**src/rtl/fifo_pkg.sv**
```systemverilog
// Shared helpers for the async FIFO: Gray conversion and address-width derivation.
// Functions work on a 32-bit container; callers zero-extend and slice.
package fifo_pkg;

  function automatic int fifo_aw(input int depth);
    return (depth <= 1) ? 1 : $clog2(depth);
  endfunction

  function automatic logic [31:0] bin2gray(input logic [31:0] b);
    return b ^ (b >> 1);
  endfunction

  // Prefix XOR from the MSB down; zero-extended upper bits leave the result unchanged.
  function automatic logic [31:0] gray2bin(input logic [31:0] g);
    logic [31:0] b;
    b[31] = g[31];
    for (int i = 30; i >= 0; i--) b[i] = b[i+1] ^ g[i];
    return b;
  endfunction

endpackage

```
**src/rtl/sync_bus.sv**
```systemverilog
// Multi-flop synchronizer for a Gray-coded bus crossing into the local clock domain.
module sync_bus #(
  parameter int WIDTH  = 5,
  parameter int STAGES = 2
) (
  input  logic             clk,
  input  logic             rst_n,
  input  logic [WIDTH-1:0] d,
  output logic [WIDTH-1:0] q
);

  logic [STAGES-1:0][WIDTH-1:0] sr;

  always_ff @(posedge clk or negedge rst_n) begin
    if (!rst_n) sr <= '0;
    else        sr <= {sr[STAGES-2:0], d};
  end

  assign q = sr[STAGES-1];

endmodule

```
**src/rtl/fifo_wr_ctrl.sv**
```systemverilog
// Write-side controller of the async FIFO: accepts pushes, drives the RAM write port,
// publishes the Gray write pointer and derives full/almost_full/level from the synced read pointer.
module fifo_wr_ctrl
  import fifo_pkg::*;
#(
  parameter int DEPTH       = 16,
  parameter int AF_THRESH   = 14,
  parameter int SYNC_STAGES = 2,
  localparam int AW         = fifo_aw(DEPTH)
) (
  input  logic          wr_clk,
  input  logic          rst_n,
  input  logic          wr_req,
  input  logic [AW:0]   rd_gptr_async,
  output logic          ram_wr_en,
  output logic [AW-1:0] ram_wr_addr,
  output logic [AW:0]   wr_gptr,
  output logic          full,
  output logic          almost_full,
  output logic [AW:0]   wr_level,
  output logic          overflow
);

  // Full pattern: read pointer with its top two bits inverted (both bits when AW = 1).
  localparam int          FM        = 3 << (AW - 1);
  localparam logic [AW:0] FULL_MASK = FM[AW:0];
  localparam logic [AW:0] AF_T      = AF_THRESH[AW:0];

  logic [AW:0] wr_bin, wr_bin_nxt, wr_gray_nxt, rq_gptr, rq_bin, level_nxt;
  logic [31:0] gray32, rbin32;
  logic        push;

  sync_bus #(.WIDTH(AW + 1), .STAGES(SYNC_STAGES)) u_rq_sync (
    .clk   (wr_clk),
    .rst_n (rst_n),
    .d     (rd_gptr_async),
    .q     (rq_gptr)
  );

  assign push        = wr_req & ~full;
  assign ram_wr_en   = push;
  assign ram_wr_addr = wr_bin[AW-1:0];

  assign wr_bin_nxt  = wr_bin + {{AW{1'b0}}, push};
  assign gray32      = bin2gray(32'(wr_bin_nxt));
  assign wr_gray_nxt = gray32[AW:0];
  assign rbin32      = gray2bin(32'(rq_gptr));
  assign rq_bin      = rbin32[AW:0];
  assign level_nxt   = wr_bin_nxt - rq_bin;

  always_ff @(posedge wr_clk or negedge rst_n) begin
    if (!rst_n) begin
      wr_bin      <= '0;
      wr_gptr     <= '0;
      full        <= 1'b0;
      almost_full <= 1'b0;
      wr_level    <= '0;
      overflow    <= 1'b0;
    end else begin
      wr_bin      <= wr_bin_nxt;
      wr_gptr     <= wr_gray_nxt;
      full        <= (wr_gray_nxt == (rq_gptr ^ FULL_MASK));
      almost_full <= (level_nxt >= AF_T);
      wr_level    <= level_nxt;
      overflow    <= wr_req & full;
    end
  end

endmodule

```
**config.mk**
```make
export PLATFORM = sky130hd
export DESIGN_NAME = fifo_wr_ctrl
export DESIGN_NICKNAME = d
export VERILOG_FILES = /design/src/rtl/fifo_pkg.sv /design/src/rtl/sync_bus.sv /design/src/rtl/fifo_wr_ctrl.sv
export SDC_FILE = /design/constraint.sdc
export NUM_CORES = 1
export LEC_CHECK = 0
export CAP_MARGIN = 10
export CORE_MARGIN = 2
export CORE_UTILIZATION = 44
export CTS_CLUSTER_DIAMETER = 150
export CTS_CLUSTER_SIZE = 20
export DETAILED_ROUTE_END_ITERATION = 6
export GPL_TIMING_DRIVEN = 1
export PLACE_DENSITY = 0.73
export SETUP_SLACK_MARGIN = 0.3
export SLEW_MARGIN = 20
export SYNTH_ARGS = -nofsm -noshare
export SYNTH_HDL_FRONTEND = slang
export SYNTH_SLANG_ARGS = --single-unit
```
**constraint.sdc**
```tcl
create_clock -name wr_clk -period 2.38 [get_ports wr_clk]
set_input_delay 0.476 -clock wr_clk [delete_from_list [all_inputs] [get_ports wr_clk]]
set_output_delay 0.476 -clock wr_clk [all_outputs]
set_load 0.02 [all_outputs]
```
; ---- Word-level counts from Yosys, hierarchy flattened
; Cells that the tools add are included.
[word_totals]
regBits = 28
output_inout_bits = 18
[classes]
bitwise = 9
n_addsub = 2
n_lt_le_gt_ge = 1
eq_ne = 1
[op_table]
columns = operator, n
row1 = adder 5 x 1 -> 5 bit, 1
row2 = equality test 5 bit, 1
row3 = ">= comparator 5 x 4 -> 1 bit, second input constant", 1
row4 = subtractor 5 bit, 1
row5 = XOR 5 x 4 -> 5 bit, 1
row6 = XOR 1 bit, 4
row7 = bitwise AND 1 bit, 2
row8 = inverter 2 bit, 1
row9 = inverter 1 bit, 1

; ---- Longest topological paths before layout
; Gate-level depths: netlist of run 1.
[depth]
ltp_word = 6
mapped_depth = 10

; ---- Cells and area by module
; From an unflattened synthesis of run 1, not the netlist that was laid out.
[unflattened]
cells_unflattened = 95
area_unflattened_um2 = 1249.9
[modules_own_cells]
columns = mod, n_inst, area_each_um2, cells_each, seq_area_each_um2
row1 = fifo_wr_ctrl, 1, 962.2, 80, 425.4
row2 = sync_bus, 1, 287.8, 15, 250.2

; ---- Worst setup path before layout of run 1
; OpenSTA, ideal clock, no wires.
[synth_timing]
kind = input-to-reg
start = in wr_req
end = reg almost_full
path_buffers = 0
stages = 9
arrival_time_ns = 2.572
path_slack_ns = -0.308
setup_time_ns = 0.116
required_time_ns = 2.264
cell_sequence = nor2b_1 > ha_1 > xnor2_1 > inv_1 > ha_1 > nor2b_1 > o21ai_0 > a21boi_0 > o311ai_0
[synth_between]
elab_chain_len = 4
[synth_lines]
columns = item, line_no
row1 = from (decl), fifo_wr_ctrl.sv:13  ; input logic wr_req,
row2 = bitwise AND 1 bit, fifo_wr_ctrl.sv:40  ; assign push = wr_req & ~full;
row3 = adder 5 x 1 -> 5 bit, fifo_wr_ctrl.sv:44  ; assign wr_bin_nxt = wr_bin + {{AW{1'b0}}, push};
row4 = named net wr_bin_nxt[1], fifo_wr_ctrl.sv:29  ; logic [AW:0] wr_bin, wr_bin_nxt, wr_gray_nxt, rq_gptr, rq_bin, level_nxt;
row5 = subtractor 5 bit, fifo_wr_ctrl.sv:49  ; assign level_nxt = wr_bin_nxt - rq_bin;
row6 = >= comparator 5 x 4 -> 1 bit, fifo_wr_ctrl.sv:63  ; almost_full <= (level_nxt >= AF_T);
row7 = to (signal assigned), fifo_wr_ctrl.sv:63
row8 = to (decl), fifo_wr_ctrl.sv:19  ; output logic almost_full,
; The timed path passes the listed nets, and every way through them passes these cells.

; ---- Worst setup path in the final report of run 1
[layout_timing]
start = reg u_rq_sync.sr (netlist bit u_rq_sync.q[3])
end = reg almost_full
[layout_between]
elab_chain_len = 6
[layout_lines]
columns = item, line_no
row1 = from (decl), sync_bus.sv:12  ; logic [STAGES-1:0][WIDTH-1:0] sr;
row2 = from (signal assigned), sync_bus.sv:16  ; else sr <= {sr[STAGES-2:0], d};
row3 = XOR 1 bit (*), fifo_pkg.sv:17  ; for (int i = 30; i >= 0; i--) b[i] = b[i+1] ^ g[i];
row4 = XOR 1 bit (3 in a row), fifo_pkg.sv:17
row5 = subtractor 5 bit (*), fifo_wr_ctrl.sv:49
row6 = >= comparator 5 x 4 -> 1 bit (*), fifo_wr_ctrl.sv:63
; Mark *: on every way between the ends. The rest lies on a longest branch, timed or not.

==> flow_summary.html, run 1 <==
<table>
<tr><th>Metric</th><th>Value</th></tr>
<tr><th colspan="2">Pwr</th></tr>
<tr><td>Clock share of power</td><td>under 10%</td></tr>
<tr><td>Net switching power of the design</td><td>1173 uW</td></tr>
<tr><td>Gate power share</td><td>approximately 70%</td></tr>
<tr><td>Maximum resistive drop on vdd</td><td>1.191 mV</td></tr>
<tr><td>Proportion of total power due to net switching</td><td>38.18%</td></tr>
<tr><td>Power per cell area</td><td>approximately 1600 mW/mm^2</td></tr>
<tr><td>Cell leakage power</td><td>0.0008774 uW</td></tr>
<tr><td>Fraction of power consumed by sequential logic</td><td>between 20 and 25%</td></tr>
<tr><td>Internal power contribution</td><td>1899 uW</td></tr>
<tr><th colspan="2">Global routing</th></tr>
<tr><td>Maximum number of pins on one net before global-route repair</td><td>28</td></tr>
<tr><td>Combined global-route utilization of all metal layers</td><td>between 10% and 20%</td></tr>
<tr><td>Antenna violations before repair</td><td>0</td></tr>
<tr><td>Global-route wire length before repair</td><td>3898 um</td></tr>
<tr><td>Number of global-route vias before repair</td><td>between 800 and 900</td></tr>
<tr><td>Total grt overflow</td><td>0</td></tr>
<tr><th colspan="2">Clock network</th></tr>
<tr><td># hold bufs at CTS</td><td>0</td></tr>
<tr><td>Clock sink count</td><td>27</td></tr>
<tr><td>Clock tree from TritonCTS</td><td>done</td></tr>
<tr><td>Number of buffers created by CTS</td><td>3</td></tr>
<tr><td>Clock tree root buffer cell</td><td>sky130_fd_sc_hd__clkbuf_4</td></tr>
<tr><td>Clock H-tree levels</td><td>1</td></tr>
<tr><td>Clock latency on the worst-skew pair</td><td>340 ps</td></tr>
<tr><td>CTS clk-pin slew, worst paths</td><td>between 100 and 150 ps</td></tr>
<tr><td>Longest Clk Path Bufs</td><td>2</td></tr>
<tr><th colspan="2">Setup path</th></tr>
<tr><td>Most frequent CP cell</td><td>sky130_fd_sc_hd__xor2_2</td></tr>
<tr><td>Capturing point of the worst reg2reg path</td><td>almost_full</td></tr>
<tr><td>Crit path largest cell delay</td><td>440 ps</td></tr>
<tr><td>Critical path capture point type</td><td>register</td></tr>
<tr><td>Sum of buffers and inverters on the critical path</td><td>0</td></tr>
<tr><td>Cell type of the slowest stage on the worst timing path</td><td>sky130_fd_sc_hd__dfrtp_1</td></tr>
<tr><td>Ordered list of cells on the worst path</td><td>xnor2_2, xor2_2, xor2_2, xnor2_1, ha_2, fa_2, nand2b_4, a21boi_2, o21ai_0, o311ai_2</td></tr>
<tr><td>Count of cells along the worst register-to-register path</td><td>10</td></tr>
<tr><td>Arrival time reported for the critical path endpoint</td><td>between 2000 and 3000 ps</td></tr>
<tr><td>Startpoint of the worst-slack reg-to-reg timing path</td><td>u_rq_sync.q[3]</td></tr>
<tr><td>Peak fanout along the critical path</td><td>2</td></tr>
<tr><td>Type of origin of the critical path</td><td>register</td></tr>
<tr><td>Kind of cell adding the most delay to the critical path</td><td>XOR/XNOR gates</td></tr>
<tr><td>FF-to-FF setup slack</td><td>-70 ps</td></tr>
<tr><td>Critical path required time</td><td>2590 ps</td></tr>
<tr><td>Worst setup path category</td><td>register to register</td></tr>
<tr><th colspan="2">Final layout</th></tr>
<tr><td>Final Net Count</td><td>165</td></tr>
<tr><td>Area delta synth-&gt;final</td><td>57.79%</td></tr>
<tr><td>Most frequent cells in the layout</td><td>30 x sky130_fd_sc_hd__buf_4, 24 x sky130_fd_sc_hd__dfrtp_1, 23 x sky130_fd_sc_hd__clkdlybuf4s50_1</td></tr>
<tr><td># diodes</td><td>0</td></tr>
<tr><td>Share of post-route cells with drive strength above 1</td><td>44.30%</td></tr>
<tr><td>Filler Cells Inserted</td><td>185</td></tr>
<tr><td>Fin util</td><td>71.22%</td></tr>
<tr><td>Leading cell type in the layout, fill and taps excluded</td><td>sky130_fd_sc_hd__buf_4</td></tr>
<tr><td>Final Non-Filler Cells</td><td>180</td></tr>
<tr><th colspan="2">Floorplanning</th></tr>
<tr><td>Die area</td><td>0.003191 mm^2</td></tr>
<tr><td>Die Span X</td><td>56.49 um</td></tr>
<tr><td>Chip Height</td><td>56.49 um</td></tr>
<tr><td>Core footprint</td><td>roughly 0.0027 mm^2</td></tr>
<tr><td>Starting density of the core</td><td>a little under half</td></tr>
<tr><td>Placement row count</td><td>19</td></tr>
<tr><td>Count of pins on the block boundary</td><td>26</td></tr>
<tr><th colspan="2">Logic synthesis</th></tr>
<tr><td>Top post-synthesis cells by area</td><td>sky130_fd_sc_hd__dfrtp_1 56%, sky130_fd_sc_hd__xnor2_1 9.4%, sky130_fd_sc_hd__ha_1 6.2%</td></tr>
<tr><td>Flops &amp; latches, synth</td><td>27</td></tr>
<tr><td>Distinct cell type count of the synthesized netlist</td><td>31</td></tr>
<tr><td>Share of flip-flops with an asynchronous set or reset after synthesis</td><td>100.0%</td></tr>
<tr><td>Top flip-flop cell by instance count after synthesis</td><td>sky130_fd_sc_hd__dfrtp_1</td></tr>
<tr><td>Number of warnings printed during yosys synthesis</td><td>0</td></tr>
<tr><td>Number of flops mapped to enable cells by yosys</td><td>0</td></tr>
<tr><td>Top cell type's share of synthesized area</td><td>about 56%</td></tr>
<tr><td>Synthesized area</td><td>0.001212 mm^2</td></tr>
<tr><td>Post-synth net total</td><td>105</td></tr>
<tr><td>Post-synthesis average cell area</td><td>13.47 um^2</td></tr>
<tr><td>Number of instances in the synthesized netlist</td><td>90</td></tr>
<tr><td>Biggest area consumer among synthesized cells</td><td>sky130_fd_sc_hd__dfrtp_1</td></tr>
<tr><td>Portion of the post-synthesis area used by sequential elements</td><td>55.73%</td></tr>
<tr><th colspan="2">Min path</th></tr>
<tr><td>Depth of the worst hold-timing path</td><td>0</td></tr>
<tr><td>Endpoint, Worst Hold</td><td>u_rq_sync.q[4]</td></tr>
<tr><td>Critical hold path startpoint</td><td>u_rq_sync.sr[4]</td></tr>
<tr><td>Classification of the worst-slack hold path</td><td>register to register</td></tr>
<tr><th colspan="2">Job</th></tr>
<tr><td>Max Cap Violations</td><td>0</td></tr>
<tr><th colspan="2">Route</th></tr>
<tr><td>Routed via count divided by cell count</td><td>4.678</td></tr>
<tr><td>Drt initial violations</td><td>12</td></tr>
<tr><td>Total Routed Length</td><td>2399 um</td></tr>
<tr><td>Number of remaining DRC errors</td><td>0</td></tr>
<tr><td>Detailed-route wire length per cell</td><td>13.33 um</td></tr>
<tr><td>Total number of vias</td><td>roughly 840</td></tr>
<tr><td>Pre-antenna DRT Iters</td><td>4</td></tr>
<tr><td>Remaining antenna violation count</td><td>0</td></tr>
<tr><th colspan="2">Status</th></tr>
<tr><td>Result of the run</td><td>complete, but fails checks</td></tr>
<tr><td>Failing checks</td><td>negative setup slack</td></tr>
<tr><th colspan="2">Placement</th></tr>
<tr><td>Port Buffers</td><td>25</td></tr>
<tr><td>Placed cell count</td><td>167</td></tr>
<tr><td>Weighted congestion at the end of routability-driven global placement</td><td>~0.84</td></tr>
<tr><td>Half-perimeter wire length after detailed placement</td><td>~1600 um</td></tr>
<tr><th colspan="2">STA</th></tr>
<tr><td>Normalized max-slew margin</td><td>77.43%</td></tr>
<tr><td>Number of endpoints failing setup at the final stage</td><td>2</td></tr>
<tr><td>Period minus WS final</td><td>2450 ps</td></tr>
<tr><td>Unrepaired setup endpoints after global routing</td><td>yes</td></tr>
<tr><td>Share of the clock period used by the worst path</td><td>103.0%</td></tr>
<tr><td>Slew at the pin closest to its max-slew limit</td><td>between 300 and 400 ps</td></tr>
<tr><td>Number of slew-limit violations in the final report</td><td>0</td></tr>
<tr><td>Largest clock skew in the final design</td><td>7.626 ps</td></tr>
<tr><td>Accumulated negative setup slack</td><td>-76.58 ps</td></tr>
<tr><td>Post-layout worst setup margin</td><td>-70.36 ps</td></tr>
<tr><td>Final hold violation count</td><td>0</td></tr>
<tr><td>Maximum frequency from static timing analysis</td><td>408.1 MHz</td></tr>
</table>
[sequential cells by signal, summed over array words and instances, names as in the netlist]
register      cells
wr_bin            5
almost_full       1
u_rq_sync.q       5
full              1
wr_gptr           4
overflow          1
wr_level          5
u_rq_sync.sr      5
[worst max-delay path by stage]
stage | start | endpoint | depth (start not counted)
2_1_floorplan | wr_req | almost_full | 10
3_3_place_gp | wr_req | almost_full | 11
3_5_place_dp | wr_req | almost_full | 10
4_1_cts | u_rq_sync.q[4] | almost_full | 10
5_1_grt | u_rq_sync.q[3] | almost_full | 10
6_report | u_rq_sync.q[3] | almost_full | 10
[routing by layer]
metal	GRT usage [%]	up-vias	routed length [um]
met4	8.163	0	57
met1	21.08	412	1044
met5	0	-	0
li1	-	406	-
met2	24.92	19	1191
met3	4.608	5	106
[synthesized netlist by cell type (all sizes together) (2+ instances only)]
cell and count:
nor2b 3, ha 6, dfrtp 27, o21ai 2, xor2 5, xnor2 14, a21boi 2, nand2 3
inv 7, nand2b 2
[metrics by stage]
stage               hold WS, ps  total power, uW  area [um^2]  setup WS [ps]
CTS                       371.2             2963         1858          51.42
finish                    366.9             3072         1913         -70.36
global route              368.0             3292         1913         -171.5
floorplan                 180.4             1773         1274          74.03
detailed placement        337.9             2552         1725         -416.3
global placement          332.4             2514         1725         -322.5
[cell type report]
cell class	instances	area, um^2	area share, %
clock inverters	1	5.005	0.2616
repair buffers	57	495.5	25.90
clock buffers	3	22.52	1.177
flip-flops and latches	27	679.4	35.51
inverters	7	26.28	1.373
well taps	31	38.79	2.027
multi-input cells	54	645.6	33.75
[power by group through the flow]
stage / clock network [uW] / logic, uW / registers, uW
floorplan: 0 / 869 / 904
global placement: 0 / 1750 / 767
detailed placement: 0 / 1780 / 772
CTS: 210 / 1990 / 765
global route: 230 / 2270 / 788
finish: 204 / 2100 / 765
[what timing repair did]
action	4_1_cts	5_1_grt
gates resized for setup	15	10
endpoints found under the setup margin	7	9
setup buffers	6	3
pin swaps	8	6
[kinds of logic after synthesis]
kind of cell	synth area share [%]
buffers and inverters	2.992
and+or+nand+nor	9.082
AOI/OAI and AO/OA	5.572
xor gates and xnor gates	18.78
adders and majority gates	7.843
DFF	55.73
No activity file was read; power rests on OpenSTA's default activity.
==> run 2, diff against run 1 <==
--- a/config.mk
+++ b/config.mk
@@ -7,12 +7,10 @@
 export LEC_CHECK = 0
 export CAP_MARGIN = 10
 export CORE_MARGIN = 2
-export CORE_UTILIZATION = 44
-export CTS_CLUSTER_DIAMETER = 150
+export CORE_UTILIZATION = 25
 export CTS_CLUSTER_SIZE = 20
 export DETAILED_ROUTE_END_ITERATION = 6
 export GPL_TIMING_DRIVEN = 1
-export PLACE_DENSITY = 0.73
 export SETUP_SLACK_MARGIN = 0.3
 export SLEW_MARGIN = 20
 export SYNTH_ARGS = -nofsm -noshare
==> constraint.sdc (replaced) <==
create_clock -name wr_clk -period 2.32 [get_ports wr_clk]
set_input_delay 0.464 -clock wr_clk [delete_from_list [all_inputs] [get_ports wr_clk]]
set_output_delay 0.464 -clock wr_clk [all_outputs]
set_load 0.02 [all_outputs]
==> run 2 against run 1 <==
Compared with the run above: the flow still finishes with violations (negative setup slack); critical path depth did not move; critical path type unchanged; clock skew fell by 2.9 ps; sequential power rose by 3.5%.
==> flow_summary.html, run 2 (synthesis results as in run 1) <==
<table>
<tr><th>Metric</th><th>Value</th></tr>
<tr><th colspan="2">Placement</th></tr>
<tr><td>Weighted congestion at the end of routability-driven global placement</td><td>0.7530</td></tr>
<tr><td>Port Buffers</td><td>25</td></tr>
<tr><td>Half-perimeter wire length after detailed placement</td><td>about 1700 um</td></tr>
<tr><td>Worst slack at placement</td><td>-449.1 ps</td></tr>
<tr><td>DP Area</td><td>0.001739 mm^2</td></tr>
<tr><th colspan="2">STA</th></tr>
<tr><td>Maximum frequency from static timing analysis</td><td>402.9 MHz</td></tr>
<tr><td>Largest clock skew in the final design</td><td>4.710 ps</td></tr>
<tr><td>Post-layout worst setup margin</td><td>-161.8 ps</td></tr>
<tr><td>Final hold violation count</td><td>0</td></tr>
<tr><td>Number of slew-limit violations in the final report</td><td>0</td></tr>
<tr><td>Number of endpoints failing setup at the final stage</td><td>3</td></tr>
<tr><td>Unrepaired setup endpoints after global routing</td><td>yes</td></tr>
<tr><td>Slew at the pin closest to its max-slew limit</td><td>481.9 ps</td></tr>
<tr><td>Share of the clock period used by the worst path</td><td>107.0%</td></tr>
<tr><td>Period minus WS final</td><td>about 2500 ps</td></tr>
<tr><td>Normalized max-slew margin</td><td>between 60% and 70%</td></tr>
<tr><th colspan="2">Final layout</th></tr>
<tr><td>Area delta synth-&gt;final</td><td>61.92%</td></tr>
<tr><td>Final Net Count</td><td>162</td></tr>
<tr><td>Share of post-route cells with drive strength above 1</td><td>41.78%</td></tr>
<tr><td># diodes</td><td>0</td></tr>
<tr><td>Leading cell type in the layout, fill and taps excluded</td><td>sky130_fd_sc_hd__buf_4</td></tr>
<tr><td>Final Cell Area</td><td>about 0.0020 mm^2</td></tr>
<tr><td>Most frequent cells in the layout</td><td>26 x sky130_fd_sc_hd__buf_4, 25 x sky130_fd_sc_hd__dfrtp_1, 23 x sky130_fd_sc_hd__clkdlybuf4s50_1</td></tr>
<tr><th colspan="2">Global routing</th></tr>
<tr><td>Total grt overflow</td><td>0</td></tr>
<tr><td>Antenna violations before repair</td><td>0</td></tr>
<tr><td>Number of global-route vias before repair</td><td>835</td></tr>
<tr><td>Combined global-route utilization of all metal layers</td><td>9.510%</td></tr>
<tr><td>Maximum number of pins on one net before global-route repair</td><td>28</td></tr>
<tr><td>Global-route wire length before repair</td><td>around 3900 um</td></tr>
<tr><th colspan="2">Route</th></tr>
<tr><td>Total number of vias</td><td>816</td></tr>
<tr><td>Routed via count divided by cell count</td><td>between 4 and 5</td></tr>
<tr><td>Number of remaining DRC errors</td><td>0</td></tr>
<tr><td>Pre-antenna DRT Iters</td><td>3</td></tr>
<tr><td>Drt initial violations</td><td>34</td></tr>
<tr><td>Total Routed Length</td><td>2431 um</td></tr>
<tr><td>Remaining antenna violation count</td><td>0</td></tr>
<tr><td>Detailed-route wire length per cell</td><td>about 12 um</td></tr>
<tr><th colspan="2">Pwr</th></tr>
<tr><td>Cell leakage power</td><td>0.0008736 uW</td></tr>
<tr><td>Maximum resistive drop on vdd</td><td>0.5135 mV</td></tr>
<tr><td>Power per cell area</td><td>1680 mW/mm^2</td></tr>
<tr><th colspan="2">Setup path</th></tr>
<tr><td>Startpoint of the worst-slack reg-to-reg timing path</td><td>u_rq_sync.q[3]</td></tr>
<tr><td>Critical path required time</td><td>between 2000 and 2500 ps</td></tr>
<tr><td>Capturing point of the worst reg2reg path</td><td>almost_full</td></tr>
<tr><td>Critical path capture point type</td><td>register</td></tr>
<tr><td>Kind of cell adding the most delay to the critical path</td><td>XOR/XNOR gates</td></tr>
<tr><td>Type of origin of the critical path</td><td>register</td></tr>
<tr><td>Cell type of the slowest stage on the worst timing path</td><td>sky130_fd_sc_hd__dfrtp_1</td></tr>
<tr><td>Sum of buffers and inverters on the critical path</td><td>0</td></tr>
<tr><td>Peak fanout along the critical path</td><td>2</td></tr>
<tr><td>Worst setup path category</td><td>register to register</td></tr>
<tr><td>Count of cells along the worst register-to-register path</td><td>10</td></tr>
<tr><td>Arrival time reported for the critical path endpoint</td><td>approximately 2600 ps</td></tr>
<tr><td>Crit path largest cell delay</td><td>420 ps</td></tr>
<tr><td>Ordered list of cells on the worst path</td><td>xnor2_2, xor2_2, xor2_2, xnor2_1, ha_2, fa_2, nand2b_4, a21boi_2, or3_4, o311ai_4</td></tr>
<tr><td>FF-to-FF setup slack</td><td>-160 ps</td></tr>
<tr><td>Most frequent CP cell</td><td>sky130_fd_sc_hd__xor2_2</td></tr>
<tr><th colspan="2">Clock network</th></tr>
<tr><td>Clock H-tree levels</td><td>1</td></tr>
<tr><td>Clock tree from TritonCTS</td><td>done</td></tr>
<tr><td>Clock tree root buffer cell</td><td>sky130_fd_sc_hd__clkbuf_8</td></tr>
<tr><td>Longest Clk Path Bufs</td><td>2</td></tr>
<tr><td>Number of buffers created by CTS</td><td>3</td></tr>
<tr><td>Clock sink count</td><td>27</td></tr>
<tr><td>Clock latency on the worst-skew pair</td><td>270 ps</td></tr>
<tr><td>CTS clk-pin slew, worst paths</td><td>90 ps</td></tr>
<tr><th colspan="2">Floorplanning</th></tr>
<tr><td>Core footprint</td><td>0.004692 mm^2</td></tr>
<tr><td>Chip Height</td><td>73.64 um</td></tr>
<tr><td>Die area</td><td>0.005423 mm^2</td></tr>
<tr><td>Placement row count</td><td>25</td></tr>
<tr><td>Starting density of the core</td><td>25.84%</td></tr>
<tr><td>Count of pins on the block boundary</td><td>26</td></tr>
<tr><td>Die Span X</td><td>73.64 um</td></tr>
<tr><th colspan="2">Job</th></tr>
<tr><td>Max Cap Violations</td><td>0</td></tr>
<tr><th colspan="2">Min path</th></tr>
<tr><td>Classification of the worst-slack hold path</td><td>register to register</td></tr>
<tr><td>Depth of the worst hold-timing path</td><td>0</td></tr>
<tr><td>Endpoint, Worst Hold</td><td>u_rq_sync.q[1]</td></tr>
<tr><td>Critical hold path startpoint</td><td>u_rq_sync.sr[1]</td></tr>
<tr><th colspan="2">Status</th></tr>
<tr><td>Failing checks</td><td>negative setup slack</td></tr>
<tr><td>Result of the run</td><td>complete, but fails checks</td></tr>
</table>
## run 2: cell count changes in the layout (fill, tap and decap cells not counted), moves of 2 or more
cell | before | now
sky130_fd_sc_hd__clkbuf_4 | 3 | 0
sky130_fd_sc_hd__dlygate4sd2_1 | 0 | 2
sky130_fd_sc_hd__buf_4 | 30 | 26
sky130_fd_sc_hd__clkbuf_8 | 0 | 3
## run 2: repair_timing
| item | in CTS | in global routing |
|---|---|---|
| pin swaps | 9 | 9 |
| buffers inserted | 3 | 5 |
| endpoints found under the setup margin | 7 | 7 |
| hold buffers | 0 | 0 |
| resized for setup | 14 | 10 |
| cloned | 0 | 0 |
## run 2: final cells by class
type                    count  area (um^2)
flip-flops and latches     27        678.2
inverters                   7        26.28
well taps                  54        67.56
repair buffers             54        476.7
multi-input cells          54        669.4
clock buffers               4        45.04
fillers                   450         2729
## run 2: routing by layer
| layer | track usage, % | share of wire [%] | vias up |
|---|---|---|---|
| li1 | - | - | 401 |
| met1 | 12.07 | 42 | 381 |
| met2 | 14.58 | 49 | 28 |
| met3 | 2.332 | 5.6 | 6 |
| met4 | 5.657 | 3.3 | 0 |
| met5 | 0 | 0 | - |
## run 2: power by group
group	leakage, uW	switching, uW	internal (uW)	total [uW]
sequential	0.000317	147	645	792
clock	0.0000228	139	123	262
combinational	0.000534	989	1250	2240
total	0.000874	1280	2020	3300
## run 2: worst reg2reg max path, stage by stage, from the launching register on
cell and delay, ps:
sky130_fd_sc_hd__dfrtp_1 420, sky130_fd_sc_hd__xnor2_2 240, sky130_fd_sc_hd__xor2_2 220, sky130_fd_sc_hd__xor2_2 200, sky130_fd_sc_hd__xnor2_1 90, sky130_fd_sc_hd__ha_2 190
sky130_fd_sc_hd__fa_2 420, sky130_fd_sc_hd__nand2b_4 150, sky130_fd_sc_hd__a21boi_2 150, sky130_fd_sc_hd__or3_4 160, sky130_fd_sc_hd__o311ai_4 100
## run 2: worst max path at each step
stage / startpoint / endpoint / slack, ps / depth (start not counted)
6_report: u_rq_sync.q[3] / almost_full / -160 / 10
5_1_grt: u_rq_sync.q[3] / wr_level[3] / -320 / 11
4_1_cts: u_rq_sync.q[4] / almost_full / -90 / 9
3_5_place_dp: wr_req / almost_full / -450 / 9
3_3_place_gp: wr_req / almost_full / -360 / 9
2_1_floorplan: u_rq_sync.q[3] / almost_full / 20 / 10
## run 2: metrics by stage
stage                     utilization, %  instances  power, uW  TNS, ps  hold slack (ps)
after floorplan                        -         90       1819        0            168.4
after global placement             37.07        188       2566    -1151            333.1
after detailed placement           37.07        188       2595    -1470            334.7
after CTS                          39.89        195       3084   -109.6            356.6
after global routing               41.84        200       3529   -887.4            376.6
final                              41.84        200       3297   -379.8            353.6
==> run 3, diff against run 2 <==
--- a/config.mk
+++ b/config.mk
@@ -6,11 +6,14 @@
 export NUM_CORES = 1
 export LEC_CHECK = 0
 export CAP_MARGIN = 10
+export CELL_PAD_IN_SITES_DETAIL_PLACEMENT = 0
+export CELL_PAD_IN_SITES_GLOBAL_PLACEMENT = 2
 export CORE_MARGIN = 2
 export CORE_UTILIZATION = 25
 export CTS_CLUSTER_SIZE = 20
 export DETAILED_ROUTE_END_ITERATION = 6
 export GPL_TIMING_DRIVEN = 1
+export PLACE_DENSITY_LB_ADDON = 0.1
 export SETUP_SLACK_MARGIN = 0.3
 export SLEW_MARGIN = 20
 export SYNTH_ARGS = -nofsm -noshare
==> run 3 against run 2 <==
Compared with the run above: largest cell class unchanged; critical endpoint unchanged; sequential share of layout area decreased by 0.86 points; sequential cell count unchanged; global-route usage increased by 1.5 points; via count increased by 2.3%; the run still ends with negative setup slack left.
==> flow_summary.html, run 3 (synthesis results as in run 1) <==
<table>
<tr><th>Metric</th><th>Value</th></tr>
<tr><th colspan="2">Min path</th></tr>
<tr><td>Endpoint, Worst Hold</td><td>u_rq_sync.q[3]</td></tr>
<tr><td>Classification of the worst-slack hold path</td><td>register to register</td></tr>
<tr><td>Depth of the worst hold-timing path</td><td>0</td></tr>
<tr><td>Critical hold path startpoint</td><td>u_rq_sync.sr[3]</td></tr>
<tr><th colspan="2">STA</th></tr>
<tr><td>Share of the clock period used by the worst path</td><td>105.4%</td></tr>
<tr><td>Period minus WS final</td><td>2445 ps</td></tr>
<tr><td>Number of endpoints failing setup at the final stage</td><td>2</td></tr>
<tr><td>Post-layout worst setup margin</td><td>-124.7 ps</td></tr>
<tr><td>Slew at the pin closest to its max-slew limit</td><td>approximately 360 ps</td></tr>
<tr><td>Final hold violation count</td><td>0</td></tr>
<tr><td>Unrepaired setup endpoints after global routing</td><td>yes</td></tr>
<tr><td>Maximum frequency from static timing analysis</td><td>409.1 MHz</td></tr>
<tr><td>Normalized max-slew margin</td><td>76.32%</td></tr>
<tr><td>Largest clock skew in the final design</td><td>2.694 ps</td></tr>
<tr><td>Number of slew-limit violations in the final report</td><td>0</td></tr>
<tr><th colspan="2">Final layout</th></tr>
<tr><td>Final Non-Filler Cells</td><td>between 200 and 250</td></tr>
<tr><td>Share of post-route cells with drive strength above 1</td><td>44.67%</td></tr>
<tr><td>Leading cell type in the layout, fill and taps excluded</td><td>sky130_fd_sc_hd__buf_4</td></tr>
<tr><td>Most frequent cells in the layout</td><td>26 x sky130_fd_sc_hd__buf_4, 25 x sky130_fd_sc_hd__dfrtp_1, 23 x sky130_fd_sc_hd__clkdlybuf4s50_1</td></tr>
<tr><td>Area delta synth-&gt;final</td><td>66.05%</td></tr>
<tr><td>Filler Cells Inserted</td><td>467</td></tr>
<tr><td>Final Cell Area</td><td>0.002013 mm^2</td></tr>
<tr><td># diodes</td><td>0</td></tr>
<tr><td>Final Net Count</td><td>166</td></tr>
<tr><th colspan="2">Clock network</th></tr>
<tr><td>CTS clk-pin slew, worst paths</td><td>about 90 ps</td></tr>
<tr><td>Clock tree from TritonCTS</td><td>done</td></tr>
<tr><td>Longest Clk Path Bufs</td><td>2</td></tr>
<tr><td>Clock sink count</td><td>27</td></tr>
<tr><td>Clock tree root buffer cell</td><td>sky130_fd_sc_hd__clkbuf_8</td></tr>
<tr><td>Clock latency on the worst-skew pair</td><td>270 ps</td></tr>
<tr><td># hold bufs at CTS</td><td>0</td></tr>
<tr><td>Clock H-tree levels</td><td>1</td></tr>
<tr><td>Number of buffers created by CTS</td><td>3</td></tr>
<tr><th colspan="2">Placement</th></tr>
<tr><td>Weighted congestion at the end of routability-driven global placement</td><td>about 0.71</td></tr>
<tr><td>Port Buffers</td><td>25</td></tr>
<tr><td>DP Area</td><td>0.001754 mm^2</td></tr>
<tr><td>Placed cell count</td><td>190</td></tr>
<tr><td>Half-perimeter wire length after detailed placement</td><td>approximately 1800 um</td></tr>
<tr><th colspan="2">Floorplanning</th></tr>
<tr><td>Die Span X</td><td>roughly 74 um</td></tr>
<tr><td>Placement row count</td><td>25</td></tr>
<tr><td>Core footprint</td><td>0.004692 mm^2</td></tr>
<tr><td>Chip Height</td><td>about 74 um</td></tr>
<tr><td>Count of pins on the block boundary</td><td>26</td></tr>
<tr><td>Starting density of the core</td><td>25.84%</td></tr>
<tr><td>Die area</td><td>roughly 0.0054 mm^2</td></tr>
<tr><th colspan="2">Setup path</th></tr>
<tr><td>Capturing point of the worst reg2reg path</td><td>almost_full</td></tr>
<tr><td>Critical path required time</td><td>2490 ps</td></tr>
<tr><td>FF-to-FF setup slack</td><td>-120 ps</td></tr>
<tr><td>Startpoint of the worst-slack reg-to-reg timing path</td><td>u_rq_sync.q[3]</td></tr>
<tr><td>Crit path largest cell delay</td><td>around 420 ps</td></tr>
<tr><td>Worst setup path category</td><td>register to register</td></tr>
<tr><td>Peak fanout along the critical path</td><td>2</td></tr>
<tr><td>Arrival time reported for the critical path endpoint</td><td>about 2600 ps</td></tr>
<tr><td>Cell type of the slowest stage on the worst timing path</td><td>sky130_fd_sc_hd__dfrtp_1</td></tr>
<tr><td>Sum of buffers and inverters on the critical path</td><td>0</td></tr>
<tr><td>Most frequent CP cell</td><td>sky130_fd_sc_hd__xor2_2</td></tr>
<tr><td>Kind of cell adding the most delay to the critical path</td><td>XOR/XNOR gates</td></tr>
<tr><td>Ordered list of cells on the worst path</td><td>xnor2_2, xor2_2, xor2_2, xnor2_1, ha_2, fa_2, nand2b_4, a21boi_2, or3_4, o311ai_2</td></tr>
<tr><td>Count of cells along the worst register-to-register path</td><td>10</td></tr>
<tr><td>Critical path capture point type</td><td>register</td></tr>
<tr><td>Type of origin of the critical path</td><td>register</td></tr>
<tr><th colspan="2">Global routing</th></tr>
<tr><td>Combined global-route utilization of all metal layers</td><td>11.01%</td></tr>
<tr><td>Number of global-route vias before repair</td><td>910</td></tr>
<tr><td>Antenna violations before repair</td><td>0</td></tr>
<tr><td>Global-route wire length before repair</td><td>between 4000 and 5000 um</td></tr>
<tr><td>Maximum number of pins on one net before global-route repair</td><td>28</td></tr>
<tr><td>Total grt overflow</td><td>0</td></tr>
<tr><th colspan="2">Status</th></tr>
<tr><td>Failing checks</td><td>negative setup slack</td></tr>
<tr><td>Result of the run</td><td>complete, but fails checks</td></tr>
<tr><th colspan="2">Route</th></tr>
<tr><td>Routed via count divided by cell count</td><td>4.093</td></tr>
<tr><td>Pre-antenna DRT Iters</td><td>2</td></tr>
<tr><td>Remaining antenna violation count</td><td>0</td></tr>
<tr><td>Drt initial violations</td><td>35</td></tr>
<tr><td>Total number of vias</td><td>835</td></tr>
<tr><td>Total Routed Length</td><td>2570 um</td></tr>
<tr><td>Number of remaining DRC errors</td><td>0</td></tr>
<tr><td>Detailed-route wire length per cell</td><td>between 10 and 15 um</td></tr>
<tr><th colspan="2">Pwr</th></tr>
<tr><td>Maximum resistive drop on vdd</td><td>roughly 0.69 mV</td></tr>
<tr><td>Cell leakage power</td><td>0.0008940 uW</td></tr>
<tr><td>Power per cell area</td><td>1642 mW/mm^2</td></tr>
<tr><th colspan="2">Job</th></tr>
<tr><td>Max Cap Violations</td><td>0</td></tr>
</table>
==> run 3: layout make-up <==
| type | instances | area [um^2] | area share (%) |
|---|---|---|---|
| flip-flops and latches | 27 | 678.2 | 33.69 |
| multi-input cells | 54 | 671.9 | 33.37 |
| repair buffers | 58 | 524.3 | 26.04 |
| well taps | 54 | 67.56 | 3.356 |
| clock buffers | 4 | 45.04 | 2.237 |
| inverters | 7 | 26.28 | 1.305 |
==> run 3: layer usage <==
layer / global-route usage, % / wire (um) / vias up / part of all wire (%)
met5: 0 / 0 / - / 0
li1: - / - / 410 / -
met2: 17.36 / 1280 / 15 / 50
met3: 2.606 / 95 / 4 / 3.7
met1: 14.37 / 1148 / 406 / 45
met4: 4.848 / 45 / 0 / 1.8
==> run 3: power breakdown <==
| group | total (uW) | switching, uW | internal [uW] | leakage [uW] |
|---|---|---|---|---|
| Sequential | 791 | 147 | 645 | 0.000317 |
| Combinational | 2250 | 965 | 1290 | 0.000554 |
| Clock | 263 | 140 | 123 | 0.0000228 |
| Total | 3310 | 1250 | 2050 | 0.000894 |
==> run 3: worst max-delay path by stage <==
stage | startpoint | end | slack, ps | cells past startpoint
after floorplan | u_rq_sync.q[3] | almost_full | 20 | 10
after global placement | wr_req | almost_full | -410 | 11
after detailed placement | wr_req | almost_full | -500 | 10
after CTS | u_rq_sync.q[4] | almost_full | -140 | 10
after global routing | u_rq_sync.q[3] | almost_full | -260 | 10
final | u_rq_sync.q[3] | almost_full | -120 | 10
==> run 3: per-stage QoR <==
stage / worst slack (ps) / utilization, % / TNS [ps] / hold slack [ps] / total power [uW]
floorplan: 23.30 / - / 0 / 168.4 / 1819
global placement: -407.3 / 37.39 / -1494 / 334.5 / 2624
detailed placement: -499.0 / 37.39 / -1498 / 337.9 / 2615
CTS: -143.9 / 40.77 / -308.3 / 359.5 / 3156
global route: -259.7 / 42.91 / -626.0 / 374.8 / 3568
finish: -124.7 / 42.91 / -203.3 / 355.3 / 3305
==> run 3: timing repair <==
item / CTS / global route
setup buffers: 7 / 3
resized for setup: 16 / 16
setup endpoints to repair: 7 / 8
hold endpoints to repair: 0 / 0
pin swaps: 7 / 9
